==> src/rtl/alu_issue_stage.sv <==
// rtl/alu_issue_stage.sv - RV32IM decode to ALU control/operands behind a two-entry skid buffer
// Main entry drives the ALU; the skid entry absorbs one extra instruction while main is stalled.
module alu_issue_stage #(
  parameter int XLEN = 32
) (
  input  logic            i_clk,
  input  logic            i_rst,
  input  logic            i_flush,
  input  logic            i_in_valid,
  output logic            o_in_ready,
  input  logic [31:0]     i_in_instr,
  input  logic [XLEN-1:0] i_in_pc,
  input  logic [XLEN-1:0] i_in_rs1,
  input  logic [XLEN-1:0] i_in_rs2,
  output logic            o_out_valid,
  input  logic            i_out_ready,
  output logic [XLEN-1:0] o_out_l,
  output logic [XLEN-1:0] o_out_r,
  output logic [4:0]      o_out_control,
  output logic [4:0]      o_out_rd,
  output logic [XLEN-1:0] o_out_pc,
  output logic            o_out_illegal
);

  localparam logic [4:0] C_ADD = 5'd0,  C_SUB = 5'd1,  C_AND = 5'd2,  C_OR = 5'd3;
  localparam logic [4:0] C_XOR = 5'd4,  C_SRA = 5'd7,  C_SRL = 5'd8,  C_SLL = 5'd9;
  localparam logic [4:0] C_MUL = 5'd10, C_LUI = 5'd11, C_EQ = 5'd12,  C_NE = 5'd13;
  localparam logic [4:0] C_SLT = 5'd14, C_SGE = 5'd15, C_SLTU = 5'd16, C_SGEU = 5'd17;
  localparam logic [4:0] C_ILL = 5'd31;

  localparam logic [6:0] OP_OP = 7'b0110011, OP_IMM = 7'b0010011, OP_LUI = 7'b0110111;
  localparam logic [6:0] OP_AUIPC = 7'b0010111, OP_BR = 7'b1100011, OP_LOAD = 7'b0000011;
  localparam logic [6:0] OP_STORE = 7'b0100011, OP_JAL = 7'b1101111, OP_JALR = 7'b1100111;

  logic [6:0]      w_opc;
  logic [2:0]      w_f3;
  logic [6:0]      w_f7;
  logic [31:0]     w_i_imm;
  logic [31:0]     w_s_imm;
  logic [31:0]     w_u_imm;
  logic [4:0]      w_ctrl;
  logic [XLEN-1:0] w_l;
  logic [XLEN-1:0] w_r;
  logic            w_ill;
  logic            w_unused;

  assign w_opc    = i_in_instr[6:0];
  assign w_f3     = i_in_instr[14:12];
  assign w_f7     = i_in_instr[31:25];
  assign w_i_imm  = {{20{i_in_instr[31]}}, i_in_instr[31:20]};
  assign w_s_imm  = {{20{i_in_instr[31]}}, i_in_instr[31:25], i_in_instr[11:7]};
  assign w_u_imm  = {i_in_instr[31:12], 12'b0};
  assign w_unused = &{1'b0, i_in_instr[19:15]};

  function automatic logic [4:0] f3_code(input logic [2:0] f3, input logic alt);
    case (f3)
      3'b000:  f3_code = C_ADD;
      3'b001:  f3_code = C_SLL;
      3'b010:  f3_code = C_SLT;
      3'b011:  f3_code = C_SLTU;
      3'b100:  f3_code = C_XOR;
      3'b101:  f3_code = alt ? C_SRA : C_SRL;
      3'b110:  f3_code = C_OR;
      default: f3_code = C_AND;
    endcase
  endfunction

  always_comb begin
    w_ctrl = C_ILL;
    w_l    = '0;
    w_r    = '0;
    w_ill  = 1'b0;
    case (w_opc)
      OP_OP: begin
        w_l = i_in_rs1;
        w_r = i_in_rs2;
        if (w_f7 == 7'b0000000)
          w_ctrl = f3_code(w_f3, 1'b0);
        else if (w_f7 == 7'b0100000 && w_f3 == 3'b000)
          w_ctrl = C_SUB;
        else if (w_f7 == 7'b0100000 && w_f3 == 3'b101)
          w_ctrl = C_SRA;
        else if (w_f7 == 7'b0000001 && w_f3 == 3'b000)
          w_ctrl = C_MUL;
        else
          w_ill = 1'b1;
      end
      OP_IMM: begin
        w_l    = i_in_rs1;
        w_r    = w_i_imm;
        w_ctrl = f3_code(w_f3, i_in_instr[30]);
      end
      OP_LUI: begin
        w_ctrl = C_LUI;
        w_r    = {12'b0, i_in_instr[31:12]};
      end
      OP_AUIPC: begin
        w_ctrl = C_ADD;
        w_l    = i_in_pc;
        w_r    = w_u_imm;
      end
      OP_BR: begin
        w_l = i_in_rs1;
        w_r = i_in_rs2;
        case (w_f3)
          3'b000:  w_ctrl = C_EQ;
          3'b001:  w_ctrl = C_NE;
          3'b100:  w_ctrl = C_SLT;
          3'b101:  w_ctrl = C_SGE;
          3'b110:  w_ctrl = C_SLTU;
          3'b111:  w_ctrl = C_SGEU;
          default: w_ill  = 1'b1;
        endcase
      end
      OP_LOAD: begin
        w_ctrl = C_ADD;
        w_l    = i_in_rs1;
        w_r    = w_i_imm;
      end
      OP_STORE: begin
        w_ctrl = C_ADD;
        w_l    = i_in_rs1;
        w_r    = w_s_imm;
      end
      OP_JAL, OP_JALR: begin
        w_ctrl = C_ADD;
        w_l    = i_in_pc;
        w_r    = 32'd4;
      end
      default: w_ill = 1'b1;
    endcase
    // Illegal entries still flow downstream, but with inert operands.
    if (w_ill) begin
      w_ctrl = C_ILL;
      w_l    = '0;
      w_r    = '0;
    end
  end

  logic            r_m_valid;
  logic [XLEN-1:0] r_m_l, r_m_r, r_m_pc;
  logic [4:0]      r_m_ctrl, r_m_rd;
  logic            r_m_ill;
  logic            r_s_valid;
  logic [XLEN-1:0] r_s_l, r_s_r, r_s_pc;
  logic [4:0]      r_s_ctrl, r_s_rd;
  logic            r_s_ill;
  logic            r_in_ready;
  logic            w_accept;
  logic            w_consume;

  assign w_accept  = i_in_valid & r_in_ready;
  assign w_consume = r_m_valid & i_out_ready;

  always_ff @(posedge i_clk or posedge i_rst) begin
    if (i_rst) begin
      r_m_valid  <= 1'b0;
      r_m_l      <= '0;
      r_m_r      <= '0;
      r_m_pc     <= '0;
      r_m_ctrl   <= '0;
      r_m_rd     <= '0;
      r_m_ill    <= 1'b0;
      r_s_valid  <= 1'b0;
      r_s_l      <= '0;
      r_s_r      <= '0;
      r_s_pc     <= '0;
      r_s_ctrl   <= '0;
      r_s_rd     <= '0;
      r_s_ill    <= 1'b0;
      r_in_ready <= 1'b1;
    end else if (i_flush) begin
      r_m_valid  <= 1'b0;
      r_s_valid  <= 1'b0;
      r_in_ready <= 1'b1;
    end else if (!r_m_valid || w_consume) begin
      // in_ready is low whenever skid is full, so no accept competes with the skid move.
      if (r_s_valid) begin
        r_m_l      <= r_s_l;
        r_m_r      <= r_s_r;
        r_m_pc     <= r_s_pc;
        r_m_ctrl   <= r_s_ctrl;
        r_m_rd     <= r_s_rd;
        r_m_ill    <= r_s_ill;
        r_s_valid  <= 1'b0;
        r_in_ready <= 1'b1;
      end else if (w_accept) begin
        r_m_valid <= 1'b1;
        r_m_l     <= w_l;
        r_m_r     <= w_r;
        r_m_pc    <= i_in_pc;
        r_m_ctrl  <= w_ctrl;
        r_m_rd    <= i_in_instr[11:7];
        r_m_ill   <= w_ill;
      end else begin
        r_m_valid <= 1'b0;
      end
    end else if (w_accept) begin
      r_s_valid  <= 1'b1;
      r_s_l      <= w_l;
      r_s_r      <= w_r;
      r_s_pc     <= i_in_pc;
      r_s_ctrl   <= w_ctrl;
      r_s_rd     <= i_in_instr[11:7];
      r_s_ill    <= w_ill;
      r_in_ready <= 1'b0;
    end
  end

  assign o_in_ready    = r_in_ready;
  assign o_out_valid   = r_m_valid;
  assign o_out_l       = r_m_l;
  assign o_out_r       = r_m_r;
  assign o_out_control = r_m_ctrl;
  assign o_out_rd      = r_m_rd;
  assign o_out_pc      = r_m_pc;
  assign o_out_illegal = r_m_ill;

endmodule

==> config.mk <==
export PLATFORM = sky130hd
export DESIGN_NAME = alu_issue_stage
export DESIGN_NICKNAME = d
export VERILOG_FILES = /design/src/rtl/alu_issue_stage.sv
export SDC_FILE = /design/constraint.sdc
export NUM_CORES = 1
export LEC_CHECK = 0
export ABC_CLOCK_PERIOD_IN_PS = 9500
export CORE_AREA = 2 2 199 162
export DETAILED_ROUTE_END_ITERATION = 12
export DIE_AREA = 0 0 201 164
export PLACE_DENSITY_LB_ADDON = 0.3
export SETUP_SLACK_MARGIN = 0.02
export SLEW_MARGIN = 10
export SYNTH_ARGS = -nofsm -noshare
export SYNTH_HDL_FRONTEND = slang
export SYNTH_SLANG_ARGS = --single-unit
export TNS_END_PERCENT = 100
==> constraint.sdc <==
create_clock -name i_clk -period 9.5 [get_ports i_clk]
set_input_delay 1.425 -clock i_clk [delete_from_list [all_inputs] [get_ports i_clk]]
set_output_delay 1.425 -clock i_clk [all_outputs]
set_load 0.02 [all_outputs]
==> Yosys cells after proc, flatten, opt, wreduce, memory -nomap -nowiden <==
Index checks and enable logic that the tools add are counted.
Widths: inputs -> output; s select.
{ "word_totals": {"reg_bits": 217, "out_inout_bits": 109, "word_cells": 104} }
{ "op_classes": {"eq_ne": 20, "mux": 43, "bitwise_logic": 4, "reduce_logical": 22} }
{ "op_table": {"columns": ["cell", "count"], "rows": [
  ["$mux 32", 8],
  ["$pmux 32 s6", 1],
  ["$pmux 5 s7", 2],
  ["$pmux 32 s2", 1],
  ["$mux 5", 9],
  ["$pmux 5 s6", 1],
  ["$eq 7x6->1 const B", 4],
  ["$pmux 5 s5", 1],
  ["$eq 7x7->1 const B", 3],
  ["$mux 1", 18],
  ["$eq 7x5->1 const B", 2],
  ["$eq 3x3->1 const B", 4],
  ["$reduce_or 5->1", 2],
  ["$eq 7x1->1 const B", 1],
  ["$eq 7x2->1 const B", 1],
  ["$logic_not 7->1", 1],
  ["$reduce_or 7->1", 1],
  ["$eq 3x2->1 const B", 2],
  ["$reduce_and 3->1", 2],
  ["$reduce_or 2->1", 3],
  ["$reduce_or 6->1", 1],
  ["$mux 4", 1],
  ["$reduce_and 2->1", 2],
  ["$reduce_bool 2->1", 2],
  ["other kinds (12)", 16]
]} }

==> Logic depth before layout (Yosys ltp) <==
Gate-level depths: netlist of run 1.
{ "logic_depth": {"depth_word": 10, "mapped_depth": 9, "mapped_depth_nobuf": 7} }

==> Worst setup path after synthesis of run 1 <==
OpenSTA, ideal clock, no wires.
{ "synth_timing": {"path_type": "in2reg", "from": "input i_in_instr[6]", "to": "register r_m_l[28], in the netlist o_out_l[28]", "setup_ps": 124, "arrival_time_ps": 3089, "setup_slack_ps": 6287, "stages": 9, "n_path_buf": 4, "path_cell_list": "clkbuf_1 -> or3_1 -> buf_2 -> a211o_1 -> and3_4 -> buf_6 -> buf_6 -> a221oi_2 -> nor2_1"} }
{ "synth_between": {"elab_chain_cells": 6, "word_cells_on_any_way": 17, "classes_between": "eq/ne (9); mux (5); reduce/logical (3)"} }
{ "synth_lines": {"columns": ["item", "line_no", "source"], "rows": [
  ["from (decl)", "11", "input logic [31:0] i_in_instr,"],
  ["$eq 7x5->1, or another cell as far along", "73", "case (w_opc)"],
  ["$reduce_or 7->1 (no line), or another cell as far along", null, null],
  ["$pmux 1 s3 / $pmux 32 s2 (equally long branches)", "73", null],
  ["$mux 32 *", "133", "if (w_ill) begin"],
  ["$mux 32 *", "187", "end else if (w_accept) begin"],
  ["$mux 32 *", "178", "if (r_s_valid) begin"],
  ["to (signal assigned)", "179", "r_m_l <= r_s_l;"],
  ["to (signal assigned)", "189", "r_m_l <= w_l;"],
  ["to (decl)", "141", "logic [XLEN-1:0] r_m_l, r_m_r, r_m_pc;"]
]} }
Every way passes the cells marked *; elsewhere a longest branch is shown, timed or not. The select of a mux whose other input is x is not followed.
A chain may end at the register's enable or synchronous reset.

==> Worst setup path after layout of run 1 <==
{ "layout_timing": {"from": "input i_in_instr[5]", "to": "register r_s_r[20]"} }
{ "layout_between": {"elab_chain_cells": 4, "word_cells_on_any_way": 16, "classes_between": "eq/ne (9); mux (3); reduce/logical (4)"} }
{ "layout_lines": {"columns": ["item", "line_no", "source"], "rows": [
  ["$eq 7x5->1, or another cell as far along", "73", null],
  ["$reduce_or 7->1 (no line), or another cell as far along", null, null],
  ["$pmux 1 s3 / $pmux 32 s6 (equally long branches)", "73", null],
  ["$mux 32 *", "133", null],
  ["to (signal assigned)", "201", "r_s_r <= w_r;"],
  ["to (decl)", "145", "logic [XLEN-1:0] r_s_l, r_s_r, r_s_pc;"]
]} }
Every way passes the cells marked *; elsewhere a longest branch is shown, timed or not.

==> summary.txt, run 1 <==
Placement
  – Post-DP Area: 0.0133 sq mm
  – Place WS: 4360 ps
  – IO buf count: 241
  – GPL Wtd Cong: 0.878
  – Final HPWL DP: 20.9 mm

STA
  – Worst-case clock skew: 11.5 ps
  – Final Worst Setup Slack: 4910 ps
  – Max Slew Vio Count: 0
  – Final Cycle Share: 48.3%
  – Hold Violations, Final: 0
  – Fmax achieved: 218 MHz
  – Worst Max-Slew Pin Slew: 1240 ps
  – Relative slew slack: 17.4%
  – Unrepaired setup endpoints after global routing: no
  – Setup TNS: 0 ps
  – Final Setup Violations: 0
  – Tmin final: 4590 ps

Drt
  – WL per Instance: 19.1 microns
  – DRC viols: 0
  – Post-DRT Antenna Nets: 0
  – Post-Route WL: 32.5 mm
  – DR vias: 8,894
  – Drt pass-1 iters: 5
  – Initial DRC Count: 589
  – Vias per cell: 5.23

Clock tree
  – Clock Tree Buf Depth: 3
  – Clock Pin Slew Worst Setup and Hold Paths: 60 ps
  – CTS tree: done
  – Post-CTS Setup Inserts: 0
  – Clock Tree Root: clkbuf_16
  – Hold Buf Count CTS: 0
  – CTS resizes: 0
  – H-tree depth: 1
  – Clock tree sinks: 217
  – Clock latency on the worst-skew pair: 520 ps
  – Total clock buffers created by CTS: 26

Yosys
  – Area share of the largest cell type after synthesis: 50.5%
  – Async SR Flop Fraction: 100%
  – Seq/Total Area, Yosys: 50.7%
  – Avg Cell Area, Syn: 9.92 sq um
  – Number of library cell types mapped by synthesis: 59
  – #FFs+latches synth: 217
  – Post-Synthesis Cells: 1,079
  – Ys flop type: dfrtp_1
  – Area leader, netlist: dfrtp_1
  – Syn Nets: 1,216
  – Mapped Area: 0.0107 sq mm
  – Ranking of synthesized cells by area: dfrtp_1 (51%), nand2_1 (6.3%), nor2_1 (5.3%), a221oi_2 (5.2%), o21ai_0 (4.5%)
  – Most frequent cells after synthesis: dfrtp_1 (216), nand2_1 (180), nor2_1 (150), o21ai_0 (96), clkbuf_1 (68)
  – Most frequent cell after synthesis: dfrtp_1
  – Post-synth EDFFs: 0
  – YS warnings: 0

Worst setup path
  – CP arrival: 5010 ps
  – CP max stage cell: clkdlybuf4s50_1
  – Critical path type: input port to flop
  – CP max stage delay: 1090 ps
  – Req. time, crit path: 9920 ps
  – Critical Path End Type: flop
  – CP max FO: 34
  – Critical path cell sequence: clkdlybuf4s50_1 > nand3b_1 > nor2_1 > a2bb2oi_1 > and2_2 > buf_4 > nand2_1 > o21ai_0
  – Startpoint Class: input port

Finish
  – Area Overhead vs Synth: 32.5%
  – Final Cell Area: 0.0142 sq mm
  – Fillers: 2,940
  – Layout net count: 1,398
  – Layout cell share with drive strength beyond 1: 11.4%
  – # diodes: 0

Flow run
  – Max Cap Viol: 0

Floorplan
  – Core Rows: 58
  – Initial Util: 34.5%
  – Core area: 0.0310 sq mm
  – # IOs: 242
  – Die footprint: 0.0330 sq mm
  – Die Width: 201 microns
  – Die Y-Extent: 164 microns

Global route
  – Initial antenna violation count: 1
  – First-pass GRT wire length: 50.9 mm
  – Largest net degree at the start of global routing: 109
  – Overall routing resource usage: 19.3%
  – Number of global-route vias before repair: 8,806
  – GRT overflow: 0

Hold path
  – Hold Path Class: flop to flop

Outcome
  – Outcome: complete, no violations

Power
  – Maximum vdd drop: 107 uV
  – Total power draw: 2.70 mW
  – Power Density: 190 mW/mm^2
  – Lkg Pwr: 5.95 nW
[per-layer routing]
metal / vias up / routed length [microns] / global-route usage, %
li1: 4217 / - / -
met1: 4371 / 15500 / 27.8
met2: 257 / 14500 / 30.0
met3: 47 / 1980 / 3.93
met4: 2 / 580 / 4.18
met5: - / 12 / 0
[logic make-up (layout without fill, tap and decap cells)]
| kind of cell | count (synthesis) | in the layout | synth area share (%) |
|---|---|---|---|
| flip-flops | 217 | 217 | 50.7 |
| AO/OA/AOI/OAI | 289 | 289 | 21.2 |
| buffers and inverters | 99 | 300 | 3.97 |
| adder cells (fa/ha/maj) | 4 | 4 | 0.468 |
| AND/OR/NAND/NOR | 383 | 383 | 15.0 |
| XOR/XNOR | 3 | 3 | 0.246 |
| multiplexers | 84 | 84 | 8.31 |
[state kept, by name, summed over array words and instances, names as in the netlist, 5 cells and up]
register	flops
r_s_rd	5
r_s_r	32
r_s_ctrl	5
o_out_rd	5
r_s_pc	32
o_out_l	32
r_s_l	32
o_out_pc	32
o_out_control	5
o_out_r	32
[where the power goes]
| group | total (mW) | internal [mW] | switching [mW] |
|---|---|---|---|
| sequential | 1.13 | 1.06 | 0.0732 |
| clock | 0.976 | 0.577 | 0.399 |
| combinational | 0.593 | 0.286 | 0.306 |
| total | 2.70 | 1.92 | 0.779 |
[worst paths after layout]
kind	startpoint	end	slack (ps)	depth (start not counted)
max	i_in_instr[5]	r_s_r[20]	4910	8
min	o_out_pc[18]	o_out_pc[18]	480	2
max reg2reg	r_s_valid	o_out_pc[7]	6250	5
min reg2reg	o_out_pc[18]	o_out_pc[18]	480	2
max in group asynchronous	i_rst	o_out_r[19]	6720	3
min in group asynchronous	i_rst	o_out_r[5]	1350	2
[critical path: cells and delay by family]
| kind | cells | cell delay (ps) |
|---|---|---|
| buffers and inverters | 2 | 1570 |
| AND/OR/NAND/NOR | 4 | 1410 |
| AO/OA/AOI/OAI | 2 | 550 |
[layout by cell type, fill, tap and decap left out, types with 7 or more instances in the layout]
cell,n
clkdlybuf4s50_1,241
dfrtp_1,215
nand2_1,179
nor2_1,150
o21ai_0,96
mux2i_1,45
mux2_2,39
a221oi_2,37
a22o_1,32
clkbuf_16,27
a221oi_1,26
a221o_1,24
o21ai_1,19
a21oi_1,16
and3_1,9
nor2b_1,9
a211o_1,9
clkinv_2,9
buf_4,8
nand2b_1,7
[final cells by class]
cell class              count  area [sq um]  share of cell area (%)
inverters                   4          22.5                   0.159
repair buffers            249          2470                    17.4
clock inverters            15           118                   0.829
well taps                 420           526                    3.71
multi-input cells         763          4870                    34.4
flip-flops and latches    217          5440                    38.3
clock buffers              32           734                    5.18
[through the flow]
stage	hold WS, ps	util, %	cells
global route	500	45.8	1700
CTS	480	45.8	1700
global placement	455	43.0	1653
detailed placement	466	43.0	1653
finish	477	45.8	1700
floorplan	442	-	1079
Note: power is estimated with default switching activity, not from simulation.
==> run 2, diff against run 1 <==
--- a/config.mk
+++ b/config.mk
@@ -5,7 +5,7 @@
 export SDC_FILE = /design/constraint.sdc
 export NUM_CORES = 1
 export LEC_CHECK = 0
-export ABC_CLOCK_PERIOD_IN_PS = 9500
+export ABC_CLOCK_PERIOD_IN_PS = 4300
 export CORE_AREA = 2 2 199 162
 export DETAILED_ROUTE_END_ITERATION = 12
 export DIE_AREA = 0 0 201 164
==> constraint.sdc (replaced) <==
create_clock -name i_clk -period 4.3 [get_ports i_clk]
set_input_delay 0.645 -clock i_clk [delete_from_list [all_inputs] [get_ports i_clk]]
set_output_delay 0.645 -clock i_clk [all_outputs]
set_load 0.02 [all_outputs]
==> run 2 against run 1 <==
Effect of this change: global-route usage rose by 0.26 points; via count grew 0.17%; die area unchanged; combinational power rose by 120%; highest routed layer unchanged; non-clock buffer count grew 19; sequential power increased by 120%; setup slack worse by 3800 ps; wire length increased by 1.6%.
==> summary.txt, run 2 (same netlist as run 1, synthesis figures left out) <==
Floorplan
  – Die footprint: 0.0330 sq mm
  – Core Rows: 58
  – # IOs: 242
  – Die Y-Extent: 164 microns
  – Core area: 0.0310 sq mm
  – Initial Util: 34.5%
  – Die Width: 201 microns

Finish
  – Commonest non-fill, non-tap cells in the layout: clkdlybuf4s50_1 (241), dfrtp_1 (215), nand2_1 (179), nor2_1 (150), o21ai_0 (96)
  – Layout net count: 1,417
  – Area Overhead vs Synth: 35.0%
  – Layout cell share with drive strength beyond 1: 12.4%
  – # diodes: 0
  – Commonest non-fill, non-tap cell in the layout: clkdlybuf4s50_1
  – Final Cell Area: 0.0144 sq mm
  – Fillers: 2,906

Clock tree
  – Post-CTS Setup Inserts: 0
  – Hold Buf Count CTS: 0
  – CTS tree: done
  – Clock latency on the worst-skew pair: 530 ps
  – Total clock buffers created by CTS: 26
  – Clock tree sinks: 217
  – Clock Tree Root: clkbuf_16
  – CTS resizes: 0
  – H-tree depth: 1
  – Clock Pin Slew Worst Setup and Hold Paths: 60 ps
  – Clock Tree Buf Depth: 3

STA
  – Fmax achieved: 314 MHz
  – Final Setup Violations: 0
  – Relative slew slack: 19.7%
  – Tmin final: 3180 ps
  – Worst-case clock skew: 16.7 ps
  – Final Cycle Share: 74.0%
  – Max Slew Vio Count: 0
  – Setup TNS: 0 ps
  – Hold Violations, Final: 0
  – Final Worst Setup Slack: 1120 ps
  – Worst Max-Slew Pin Slew: 1210 ps
  – Unrepaired setup endpoints after global routing: no

Worst setup path
  – Critical path type: input port to flop
  – Req. time, crit path: 4760 ps
  – CP max FO: 38
  – CP max stage delay: 770 ps
  – R2R setup slack: 1740 ps
  – Startpoint Class: input port
  – CP max stage cell: clkdlybuf4s50_1
  – Critical Path End Type: flop
  – Critical path cell sequence: clkdlybuf4s50_1 > ha_1 > a21o_1 > a2bb2oi_1 > and3_4 > buf_4 > a221oi_1 > nor2_1
  – Worst reg2reg startpoint: r_s_valid
  – Worst setup path startpoint: i_in_instr[13]
  – CP arrival: 3640 ps

Hold path
  – Hold_sp: o_out_pc[0]
  – Hold Path Class: flop to flop

Power
  – Lkg Pwr: 6.09 nW
  – Power Density: 428 mW/mm^2
  – Maximum vdd drop: 258 uV

Drt
  – Max layer used: met5
  – Post-DRT Antenna Nets: 0
  – Met2 WL: 14.4 mm
  – M1 WL: 15.9 mm
  – DR vias: 8,909
  – Post-Route WL: 33.1 mm
  – WL per Instance: 19.3 microns
  – DRC viols: 0
  – Drt pass-1 iters: 5
  – Initial DRC Count: 684
  – Vias per cell: 5.19
  – Metal3 WL: 2.30 mm

Global route
  – Initial antenna violation count: 1
  – GRT overflow: 0
  – First-pass GRT wire length: 51.2 mm
  – Largest net degree at the start of global routing: 86
  – Overall routing resource usage: 19.6%
  – Number of global-route vias before repair: 8,730

Placement
  – Place WS: 586 ps
  – Post-DP Area: 0.0135 sq mm
  – IO buf count: 241
  – GPL Wtd Cong: 0.899
  – Final HPWL DP: 22.5 mm

Flow run
  – Max Cap Viol: 0

Outcome
  – Outcome: complete, no violations
## run 2: changes by cell type in the layout (fill, tap and decap cells not counted)
cell | before | now
buf_4 | 8 | 21
clkbuf_1 | 1 | 3
buf_12 | 0 | 6
clkbuf_8 | 4 | 1
clkinvlp_4 | 1 | 2
clkinv_2 | 9 | 7
inv_8 | 1 | 0
bufinv_16 | 1 | 5
clkinv_4 | 3 | 0
## run 2: critical path: cells and delay by family
kind | cells | cell delay [ps]
AND/OR/NAND/NOR | 2 | 860
adder cells (fa/ha/maj) | 1 | 410
AO/OA/AOI/OAI | 3 | 620
buffers and inverters | 2 | 1090
## run 2: layout make-up
cell class | instances | area, sq um | share of cell area [%]
flip-flops and latches | 217 | 5440 | 37.6
well taps | 420 | 526 | 3.64
inverters | 4 | 18.8 | 0.130
repair buffers | 268 | 2690 | 18.6
multi-input cells | 763 | 4870 | 33.7
clock buffers | 31 | 701 | 4.85
clock inverters | 14 | 201 | 1.39
## run 2: through the flow
stage                     cells  hold WS, ps  power [mW]  utilization (%)
final                      1717          476        6.18             46.6
after floorplan            1079          442        3.17                -
after global placement     1672          453        3.85             43.7
after detailed placement   1672          462        3.88             43.7
after global routing       1717          499        6.45             46.6
after CTS                  1717          475        6.24             46.6
## run 2: routing by layer
metal	vias to the layer above	global-route usage, %
li1	4257	-
met3	37	4.38
met5	-	0
met4	2	3.77
met2	266	29.3
met1	4347	29.0
## run 2: worst paths after layout
| path | to | cells after the start |
|---|---|---|
| worst min-delay path | o_out_pc[0] | 2 |
| min in group asynchronous | o_out_pc[22] | 2 |
| max in group asynchronous | o_in_ready | 3 |
| worst max-delay path | o_out_r[7] | 8 |
| worst min register to register | o_out_pc[0] | 2 |
| worst max register to register | o_out_r[27] | 4 |
## run 2: power by group
group / total (mW) / switching (mW) / internal, mW
clock: 2.34 / 0.887 / 1.46
sequential: 2.50 / 0.161 / 2.34
combinational: 1.33 / 0.687 / 0.647
total: 6.18 / 1.74 / 4.44
==> run 3, diff against run 2 <==
--- a/config.mk
+++ b/config.mk
@@ -5,7 +5,7 @@
 export SDC_FILE = /design/constraint.sdc
 export NUM_CORES = 1
 export LEC_CHECK = 0
-export ABC_CLOCK_PERIOD_IN_PS = 4300
+export ABC_CLOCK_PERIOD_IN_PS = 3300
 export CORE_AREA = 2 2 199 162
 export DETAILED_ROUTE_END_ITERATION = 12
 export DIE_AREA = 0 0 201 164
==> constraint.sdc (replaced) <==
create_clock -name i_clk -period 3.3 [get_ports i_clk]
set_input_delay 0.495 -clock i_clk [delete_from_list [all_inputs] [get_ports i_clk]]
set_output_delay 0.495 -clock i_clk [all_outputs]
set_load 0.02 [all_outputs]
==> run 3 against run 2 <==
Effect of this change: sequential power is 30% higher; total power is 28% higher; global-route usage is 0.36 points higher; flip-flop and latch count stayed put; via count is 2.4% higher; clock skew is 1.4 ps lower; sequential share of layout area is 0.27 points lower; utilization is 0.34 points higher; clock power is 23% higher.
==> summary.txt, run 3 (same netlist as run 1, synthesis figures left out) <==
Finish
  – Area Overhead vs Synth: 35.9%
  – Final Util: 47.0%
  – # diodes: 0
  – Commonest non-fill, non-tap cells in the layout: clkdlybuf4s50_1 (241), dfrtp_1 (215), nand2_1 (179), nor2_1 (150), o21ai_0 (96)
  – Layout cell share with drive strength beyond 1: 13.4%
  – Commonest non-fill, non-tap cell in the layout: clkdlybuf4s50_1
  – Fillers: 2,927
  – Layout net count: 1,433
  – Register area: 0.00544 sq mm
  – Multi-input gate area: 0.00487 sq mm

Clock tree
  – H-tree depth: 1
  – Clock Tree Buf Depth: 3
  – Clock Tree Root: clkbuf_16
  – Clock latency on the worst-skew pair: 510 ps
  – CTS tree: done
  – Clock Pin Slew Worst Setup and Hold Paths: 60 ps
  – Clock tree sinks: 217
  – Hold Buf Count CTS: 0
  – CTS resizes: 0
  – Total clock buffers created by CTS: 25
  – Post-CTS Setup Inserts: 0

STA
  – Hold slack final: 259 ps
  – Setup TNS: 0 ps
  – Max Slew Vio Count: 0
  – Final Setup Violations: 0
  – Worst-case clock skew: 15.3 ps
  – Fmax achieved: 386 MHz
  – Hold Violations, Final: 0
  – Relative slew slack: 22.9%
  – Final Cycle Share: 78.6%
  – Worst Max-Slew Pin Slew: 1160 ps
  – Tmin final: 2590 ps
  – Final Worst Setup Slack: 707 ps
  – Unrepaired setup endpoints after global routing: no

Hold path
  – Hold Path Class: input port to async pin

Drt
  – Vias per cell: 5.26
  – DR vias: 9,120
  – Drt pass-1 iters: 5
  – Post-Route WL: 33.5 mm
  – WL per Instance: 19.3 microns
  – Initial DRC Count: 825
  – DRC viols: 0
  – Post-DRT Antenna Nets: 0

Placement
  – GPL Wtd Cong: 0.880
  – Place WS: 221 ps
  – Final HPWL DP: 23.0 mm
  – IO buf count: 241

Global route
  – Largest net degree at the start of global routing: 103
  – Initial antenna violation count: 1
  – GRT overflow: 0
  – First-pass GRT wire length: 52.1 mm
  – Number of global-route vias before repair: 8,925
  – Overall routing resource usage: 19.9%

Power
  – Power Density: 542 mW/mm^2
  – Lkg Pwr: 6.15 nW
  – Maximum vdd drop: 353 uV
  – Total power draw: 7.89 mW

Worst setup path
  – CP arrival: 3020 ps
  – Critical path cell sequence: clkdlybuf4s50_1 > ha_1 > a21o_1 > a2bb2oi_1 > and3_4 > buf_4 > a221oi_1 > nor2_1
  – CP max stage delay: 670 ps
  – Critical path type: input port to flop
  – CP max FO: 24
  – Startpoint Class: input port
  – Critical Path End Type: flop
  – Req. time, crit path: 3730 ps
  – CP max stage cell: clkdlybuf4s50_1

Floorplan
  – Initial Util: 34.5%
  – # IOs: 242
  – Die Y-Extent: 164 microns
  – Core area: 0.0310 sq mm
  – Core Rows: 58
  – Die footprint: 0.0330 sq mm
  – Die Width: 201 microns

Outcome
  – Outcome: complete, no violations

Flow run
  – Max Cap Viol: 0
[run 3: cell types whose count changed in the layout (fill, tap and decap cells not counted), sizes merged]
cell      before  now
buf           27   44
clkbuf        31   36
bufinv         5    3
clkinv         7    5
clkinvlp       2    1
[run 3: critical path, delay by kind of cell]
family	cells	cell delay [ps]
buffers and inverters	2	1050
AOI/OAI and AO/OA	3	610
and+or+nand+nor	2	500
adders and majority gates	1	350
[run 3: power by group]
| part | leakage (nW) | internal [mW] | switching (mW) |
|---|---|---|---|
| Clock | 0.424 | 1.76 | 1.12 |
| Sequential | 2.75 | 3.05 | 0.210 |
| Combinational | 2.98 | 0.852 | 0.900 |
[run 3: layout make-up]
type,count,share of cell area [%]
Sequential cell,217,37.4
Timing Repair Buffer,285,19.5
Tap cell,420,3.61
Inverter,4,0.129
Clock buffer,36,5.00
Multi-Input combinational cell,763,33.5
Clock inverter,9,0.877
[run 3: per-stage QoR]
stage,area [sq um],instances
final,14500,1734
after global routing,14500,1734
after CTS,14500,1734
after detailed placement,13700,1689
after global placement,13700,1689
after floorplan,10700,1079
[run 3: routing by layer]
| layer | GRT usage (%) | wire length [microns] | vias up |
|---|---|---|---|
| li1 | - | - | 4295 |
| met4 | 4.65 | 729 | 2 |
| met2 | 30.0 | 14600 | 286 |
| met3 | 5.62 | 2610 | 53 |
| met1 | 28.3 | 15600 | 4484 |
| met5 | 0 | 16 | - |
[run 3: path summary, 6_finish.rpt]
path                            cells after the start  slack (ps)     endpoint      startpoint
worst min register to register                      2         480  o_out_rd[3]     o_out_rd[3]
worst min-delay path                                2         260   r_s_pc[19]           i_rst
worst max register to register                      3        1240  o_out_r[17]       r_s_valid
worst max-delay path                                8         710  o_out_r[28]  i_in_instr[13]
min in group i_clk                                  2         480  o_out_rd[3]     o_out_rd[3]
max in group asynchronous                           3        2210    r_s_r[23]           i_rst
